===== config.mk =====
export PLATFORM = sky130hd
export DESIGN_NAME = stream_sink
export DESIGN_NICKNAME = d
export VERILOG_FILES = /design/src/rtl/stream_pkg.sv /design/src/rtl/stream_sink_fifo.sv /design/src/rtl/stream_sink.sv
export SDC_FILE = /design/constraint.sdc
export NUM_CORES = 1
export LEC_CHECK = 0
export CAP_MARGIN = 20
export CORE_ASPECT_RATIO = 1.2
export CORE_MARGIN = 4
export CORE_UTILIZATION = 40
export CTS_BUF_LIST = sky130_fd_sc_hd__clkbuf_16
export DETAILED_ROUTE_END_ITERATION = 10
export PLACE_DENSITY = 0.63
export SETUP_SLACK_MARGIN = 0.15
export SYNTH_ARGS = -nofsm -noshare
export SYNTH_HDL_FRONTEND = slang
export SYNTH_SLANG_ARGS = --single-unit

===== constraint.sdc =====
create_clock -name clk -period 5.82 [get_ports clk]
set_input_delay 1.455 -clock clk [delete_from_list [all_inputs] [get_ports clk]]
set_output_delay 1.455 -clock clk [all_outputs]
set_load 0.02 [all_outputs]

===== src/rtl/stream_pkg.sv =====
// Shared definitions for the byte-stream generator and sink:
// FSM encodings and default geometry.
package stream_pkg;

    typedef enum logic [1:0] {
        IDLE = 2'd0,
        RECV = 2'd1,
        HOLD = 2'd2
    } state_t;

    localparam int DEF_DATA_W = 8;
    localparam int DEF_DEPTH  = 16;
    localparam int DEF_ADDR_W = 4;

endpackage


===== src/rtl/stream_sink_fifo.sv =====
// Circular byte buffer for the stream sink: write/read pointers, occupancy,
// registered empty/full flags and a registered read port.
module stream_sink_fifo
    import stream_pkg::*;
#(
    parameter int DATA_W = DEF_DATA_W,
    parameter int DEPTH  = DEF_DEPTH,
    parameter int ADDR_W = DEF_ADDR_W
) (
    input  logic              clk,
    input  logic              rst,
    input  logic              wr,
    input  logic [DATA_W-1:0] wdata,
    input  logic              rd,
    output logic [DATA_W-1:0] dout,
    output logic              dout_valid,
    output logic [ADDR_W:0]   count,
    output logic              empty,
    output logic              full
);

    localparam logic [ADDR_W:0] DEPTH_C = (ADDR_W+1)'(DEPTH);

    logic [DATA_W-1:0] mem [DEPTH];
    logic [ADDR_W-1:0] wptr_reg;
    logic [ADDR_W-1:0] rptr_reg;
    logic [ADDR_W:0]   count_reg;
    logic [ADDR_W:0]   count_next;
    logic              empty_reg;
    logic              full_reg;
    logic [DATA_W-1:0] dout_reg;
    logic              dout_valid_reg;
    logic              do_rd;

    // A pop against an empty buffer is simply ignored.
    assign do_rd = rd && !empty_reg;

    always_comb begin
        count_next = count_reg;
        case ({wr, do_rd})
            2'b10:   count_next = count_reg + 1'b1;
            2'b01:   count_next = count_reg - 1'b1;
            default: count_next = count_reg;
        endcase
    end

    // Storage kept free of reset so it maps onto block RAM.
    always_ff @(posedge clk) begin
        if (wr) begin
            mem[wptr_reg] <= wdata;
        end
    end

    always_ff @(posedge clk) begin
        if (rst) begin
            wptr_reg       <= '0;
            rptr_reg       <= '0;
            count_reg      <= '0;
            empty_reg      <= 1'b1;
            full_reg       <= 1'b0;
            dout_reg       <= '0;
            dout_valid_reg <= 1'b0;
        end else begin
            if (wr) begin
                wptr_reg <= wptr_reg + 1'b1;
            end
            if (do_rd) begin
                rptr_reg <= rptr_reg + 1'b1;
                dout_reg <= mem[rptr_reg];
            end
            dout_valid_reg <= do_rd;
            count_reg      <= count_next;
            empty_reg      <= (count_next == '0);
            full_reg       <= (count_next == DEPTH_C);
        end
    end

    assign dout       = dout_reg;
    assign dout_valid = dout_valid_reg;
    assign count      = count_reg;
    assign empty      = empty_reg;
    assign full       = full_reg;

endmodule


===== src/rtl/stream_sink.sv =====
// Receiving end of the 8-bit byte stream: frames packets on tlast, buffers
// beats and lets the local consumer drain them with pop.
module stream_sink
    import stream_pkg::*;
#(
    parameter int DATA_W = DEF_DATA_W,
    parameter int DEPTH  = DEF_DEPTH,
    parameter int ADDR_W = DEF_ADDR_W
) (
    input  logic              clk,
    input  logic              rst,
    input  logic [DATA_W-1:0] tdata,
    input  logic              tvalid,
    input  logic              tlast,
    output logic              tready,
    input  logic              pop,
    output logic [DATA_W-1:0] dout,
    output logic              dout_valid,
    output logic [ADDR_W:0]   buff_count,
    output logic              empty,
    output logic              full,
    output logic              pkt_done,
    output logic [ADDR_W:0]   pkt_len
);

    localparam logic [ADDR_W:0] CNT_MAX = '1;

    state_t          state_reg;
    state_t          state_next;
    logic [ADDR_W:0] beat_cnt_reg;
    logic [ADDR_W:0] beat_inc;
    logic [ADDR_W:0] pkt_len_reg;
    logic            pkt_done_reg;
    logic            xfer;

    // Only registered state and the reset input feed tready; tvalid/pop never do.
    assign tready   = !rst && (state_reg != HOLD) && !full;
    assign xfer     = tvalid && tready;
    assign beat_inc = (beat_cnt_reg == CNT_MAX) ? beat_cnt_reg : beat_cnt_reg + 1'b1;

    stream_sink_fifo #(
        .DATA_W (DATA_W),
        .DEPTH  (DEPTH),
        .ADDR_W (ADDR_W)
    ) u_fifo (
        .clk        (clk),
        .rst        (rst),
        .wr         (xfer),
        .wdata      (tdata),
        .rd         (pop),
        .dout       (dout),
        .dout_valid (dout_valid),
        .count      (buff_count),
        .empty      (empty),
        .full       (full)
    );

    always_comb begin
        state_next = state_reg;
        case (state_reg)
            IDLE: begin
                if (xfer) begin
                    state_next = tlast ? HOLD : RECV;
                end
            end
            RECV: begin
                if (xfer && tlast) begin
                    state_next = HOLD;
                end
            end
            HOLD: begin
                if (empty) begin
                    state_next = IDLE;
                end
            end
            default: state_next = IDLE;
        endcase
    end

    always_ff @(posedge clk) begin
        if (rst) begin
            state_reg    <= IDLE;
            beat_cnt_reg <= '0;
            pkt_len_reg  <= '0;
            pkt_done_reg <= 1'b0;
        end else begin
            state_reg    <= state_next;
            pkt_done_reg <= xfer && tlast;
            if (xfer) begin
                if (tlast) begin
                    pkt_len_reg  <= beat_inc;
                    beat_cnt_reg <= '0;
                end else begin
                    beat_cnt_reg <= beat_inc;
                end
            end
        end
    end

    assign pkt_done = pkt_done_reg;
    assign pkt_len  = pkt_len_reg;

endmodule


# --- Word-level counts from Yosys, hierarchy flattened ---
# Memory sizes are Yosys's and may differ from the RTL's. A register that Yosys moved wholly into a read port is not among the register bits.
# Cells that the tools add are included.
totals:
  register_bits: 29
  ram_bits: 128
  input_bits: 13
  output_inout_bits: 23
  wordCells: 48
  n_memories: 1
memory_table:
  columns: ["memory", "words", "width", "rd", "rd_clocked_by_memory_dff", "wr", "line", "text"]
  rows:
  - ["u_fifo.mem", 16, 8, 1, 1, 1, "stream_sink_fifo.sv:24", "logic [DATA_W-1:0] mem [DEPTH];"]
op_classes:
  addsub: 5
  n_eq_ne: 10
  n_mux: 10
  n_reduce_logical: 12
op_table:
  columns: ["op", "n"]
  rows:
  - ["adder 5 x 1 -> 5 bit, second input constant", 2]
  - ["== test 5 bit, second input constant", 2]
  - ["2-to-1 mux 5 bit", 2]
  - ["case mux 5 bit (2 select lines)", 1]
  - ["adder 4 x 1 -> 4 bit, second input constant", 2]
  - ["2-to-1 mux 2 bit", 4]
  - ["case mux 2 bit (3 select lines)", 1]
  - ["logical AND 1 bit", 5]
  - ["logical NOT 5 bit", 1]
  - ["subtractor 5 x 1 -> 5 bit, second input constant", 1]
  - ["== test 2 x 1 -> 1 bit, second input constant", 2]
  - ["== test 2 bit, second input constant", 2]
  - ["!= test 2 x 1 -> 1 bit, second input constant", 2]
  - ["!= test 2 bit, second input constant", 2]
  - ["logical NOT 1 bit", 3]
  - ["AND reduction 3 bit", 1]
  - ["logical NOT 2 bit", 1]
  - ["2-to-1 mux 1 bit", 2]
  - ["AND reduction 2 bit", 1]

# --- Depth between registers and ports, before layout ---
logic_depth:
  depth_word: 7
  ltp_mapped: 13
  depth_no_buf: 11

# --- By module ---
# Synthesis repeated with hierarchy kept, for this count alone.
unflattened:
  cells_unflattened: 400
  hier_area_um2: 6871.6
modules_own_cells:
  columns: ["module", "instances", "cells_each", "area_each_um2", "seq_area_each_um2"]
  rows:
  - ["stream_sink_fifo", 1, 338, 6200.9, 4324.1]
  - ["stream_sink", 1, 62, 670.6, 260.2]

# --- Least setup slack after synthesis ---
# OpenSTA, ideal clock, no wires.
synth_path:
  path_type: "input -> register"
  startpoint: "in rst"
  endpoint: "reg u_fifo.full_reg, in the netlist u_fifo.full"
  setup_ps: 78
  arrival_ps: 3428
  required_ps: 5742
  slack_ps: 2314
  cell_stages: 13
  path_buffers: 2
  path_cell_list: "nor2_1 > and3_1 > clkbuf_1 > inv_2 > ha_1 > buf_2 > xor2_1 > ha_1 > a21oi_1 > mux2i_1 > xor2_1 > o311ai_1 > nor3_1"
synth_between:
  elab_chain_len: 7
  elab_cells_between_ends: 8
  cone_classes: "eq/ne (3); mux (1); reduce/logical (4)"
synth_rtl:
  columns: ["element", "line", "text"]
  rows:
  - ["from (decl)", "stream_sink.sv:11", "input logic rst,"]
  - ["logical NOT 1 bit", "stream_sink.sv:37", "assign tready = !rst && (state_reg != HOLD) && !full;"]
  - ["logical AND 1 bit (2 in series)", "stream_sink.sv:37", null]
  - ["logical AND 1 bit", "stream_sink.sv:38", "assign xfer = tvalid && tready;"]
  - ["== test 2 x 1 -> 1 bit / == test 2 bit (equally long branches)", "stream_sink_fifo.sv:40", "case ({wr, do_rd})"]
  - ["case mux 5 bit (2 select lines)", "stream_sink_fifo.sv:40", null]
  - ["== test 5 bit", "stream_sink_fifo.sv:74", "full_reg <= (count_next == DEPTH_C);"]
  - ["to (signal assigned)", "stream_sink_fifo.sv:74", null]
  - ["to (decl)", "stream_sink_fifo.sv:30", "logic full_reg;"]
# Parallel ways exist; a longest one is shown, timed or not.
# A chain may end at the register's enable or synchronous reset.

# --- Final worst setup path ---
layout_path:
  startpoint: "in rst"
  endpoint: "out tready"
layout_between:
  elab_chain_len: 3
layout_rtl:
  columns: ["element", "line", "text"]
  rows:
  - ["logical NOT 1 bit", "stream_sink.sv:37", null]
  - ["logical AND 1 bit (2 in series)", "stream_sink.sv:37", null]
  - ["to (decl)", "stream_sink.sv:15", "output logic tready,"]
# Every way passes these cells.

==> metrics.txt <==
status finished, final reports clean; Ys Warns 0; crit path launch type primary input; Routed WL 12940 um; IR Drop Worst-Case VDD 0.2209 mV; gr ovfl total 0; Post-CTS Setup Bufs 0; number of global-route vias before repair 3561; GRT Util Overall 14.39%; Worst Path Required about 4.4 ns; Port Buffers 35; DP Area 0.007187 sq mm; post-synth top area cell edfxtp_1; critical path capture point type output pin; die area 0.01898 sq mm; post-layout min period around 4.5 ns; area occupied by multi-input gates roughly 0.0019 sq mm; share of post-route cells with drive strength above 1 between 10% and 20%; global-route wire length before repair between 20000 and 25000 um; Seq/Total Area, Yosys 68.10%; initial drt markers 300; Netlist cell types 47; most common flop cell mapped by yosys edfxtp_1; Storage cell area 0.004587 sq mm; final instance area 0.007784 sq mm; Pre-Repair DR Iteration Count 4; Post-synth EDFFs 128; Post-synth ARST share 0%; Num CTS Buffers 17; initial core utilization 41.05%; initial antenna violation count 0; clk root buf clkbuf_16; Ports 36; Mapped Avg Cell Area about 17 sq um; Synth Register Bits 165; P_leak 0.002603 uW; setup TNS 0 ns; Core Area 0.01640 sq mm; Max transition margin approximately two fifths; Fin. Hold Viols 0; Post-CTS Resized 0; Final WS setup 1.359 ns; ANT cells 0; worst path bufs/invs 3; Setup Crit Path Kind in2out; DP HPWL between 8000 and 9000 um; Die Span Y 150.1 um; Sink Count 165; Cell Area, Synth 0.006731 sq mm; CP max stage cell clkdlybuf4s50_1; area share of the largest cell type after synthesis 57.10%; setup slack at placement approximately 1.2 ns; Syn Nets between 400 and 500; fin. max-slew vios 0; crit path DAT 3.01 ns; RSZ-0062 raised after global routing no; cell family with most CP delay buffers and inverters; Power Dens Cells 366.1 mW/mm^2; max reg flops 128; Post-Syn Instances 404; DRC Markers 0; WL/cell between 15 and 20 um; Area Growth Syn to Fin 15.63%; most frequent cells in the layout 128 x edfxtp_1, 41 x nor2_1, 35 x dfxtp_1, 35 x clkdlybuf4s50_1, 23 x nand2_1; Site Rows 51; final antenna-violating net count 0; fillers 1368; Worst-path clk slew 0.06 ns; Clock Latency Late Sink around 0.43 ns; Clock Skews 0.006868 ns; CTS tree done; total number of vias 3516; pin count of the biggest net entering global routing 36; period utilization 76.65%; most used cell, CP clkdlybuf4s50_1; nets@finish 465; CP max FO 31; setup violators final 0; die width 126.4 um; Worst Max-Slew Pin Slew 0.9004 ns; clock tree buffer depth 2; max-cap violations 0; vias per std cell 5.271; Max Freq between 200 and 250 MHz; Worst Hold Class reg2reg; hold_buf cts 0; CTS HTree Levels 4; crit-path cells clkdlybuf4s50_1 -> buf_4 -> nor2_1 -> and2_1 -> clkdlybuf4s50_1; slowest stage delay, CP 0.53 ns; leading cell type in the layout, fill and taps excluded edfxtp_1; top cells by area, synth edfxtp_1 57%, dfxtp_1 11%, mux4_1 6.6%; placer congestion estimate between 0.7 and 0.8
[area by class of cell]
cell class	count	area share (%)
clock buffer	17	5.465
clock inverter	15	2.202
inverter	5	0.2411
multi-input combinational	211	24.58
sequential	165	58.93
tap	212	3.408
timing repair buffer	42	5.176
[path summary, 6_finish.rpt]
check                           slack (ns)      endpoint  cells after the start    startpoint
worst max-delay path                  1.36        tready                      5           rst
worst min-delay path                  0.45  state_reg[0]                      1  state_reg[1]
worst max register to register        3.00   u_fifo.full                     11  state_reg[0]
worst min register to register        0.45  state_reg[0]                      1  state_reg[1]
[report_power, final]
group | total, uW | switching, uW | internal (uW) | leakage [uW]
logic | 382 | 195 | 187 | 0.000851
clock network | 1120 | 479 | 646 | 0.000297
registers | 1340 | 38.5 | 1300 | 0.00145
[per-layer routing]
layer / up-vias / wire length, um / track usage [%]
li1: 1641 / - / -
met1: 1750 / 5413 / 17.96
met2: 109 / 6515 / 23.78
met3: 16 / 768 / 3.833
met4: 0 / 239 / 6.116
met5: - / 0 / 0
[cells by family (layout without fill, tap and decap cells)]
group / Yosys count / count (layout) / share of synthesized area (%)
fa+ha+maj: 10 / 10 / 1.859
mux: 47 / 47 / 13.88
buf+inv: 28 / 79 / 3.476
simple gates: 104 / 104 / 7.342
xor+xnor: 15 / 15 / 1.952
compound gates: 35 / 35 / 3.383
flops: 165 / 165 / 68.10
[worst register-to-register path, delay by kind of cell, from the launching register on]
kind	cells	cell delay [ns]
multiplexers	1	0.25
buffers and inverters	1	0.16
XOR/XNOR	2	0.40
AO/OA/AOI/OAI	2	0.31
adder cells (fa/ha/maj)	2	0.56
AND/OR/NAND/NOR	3	0.75
flip-flops	1	0.32
[synthesized netlist by cell type, drive strengths merged (4+ instances only)]
| master | count |
|---|---|
| edfxtp | 128 |
| nor2 | 41 |
| dfxtp | 37 |
| mux4 | 32 |
| nand2 | 23 |
| a22oi | 17 |
| mux2i | 15 |
| buf | 13 |
| ha | 10 |
| xor2 | 10 |
| nor3 | 9 |
| a21oi | 7 |
| clkbuf | 7 |
| o21ai | 7 |
| nand3 | 6 |
| inv | 5 |
| xnor2 | 5 |
| nand4 | 4 |
[through the flow]
step / hold slack [ns] / total power [uW] / instances / util [%]
floorplan: 0.4234 / 1647 / 404 / -
global placement: 0.4380 / 1747 / 635 / 43.82
detailed placement: 0.4459 / 1755 / 635 / 43.82
CTS: 0.4552 / 2878 / 667 / 47.46
global route: 0.4898 / 2967 / 667 / 47.46
finish: 0.4523 / 2850 / 667 / 47.46
Note: power is estimated with default switching activity, not from simulation.
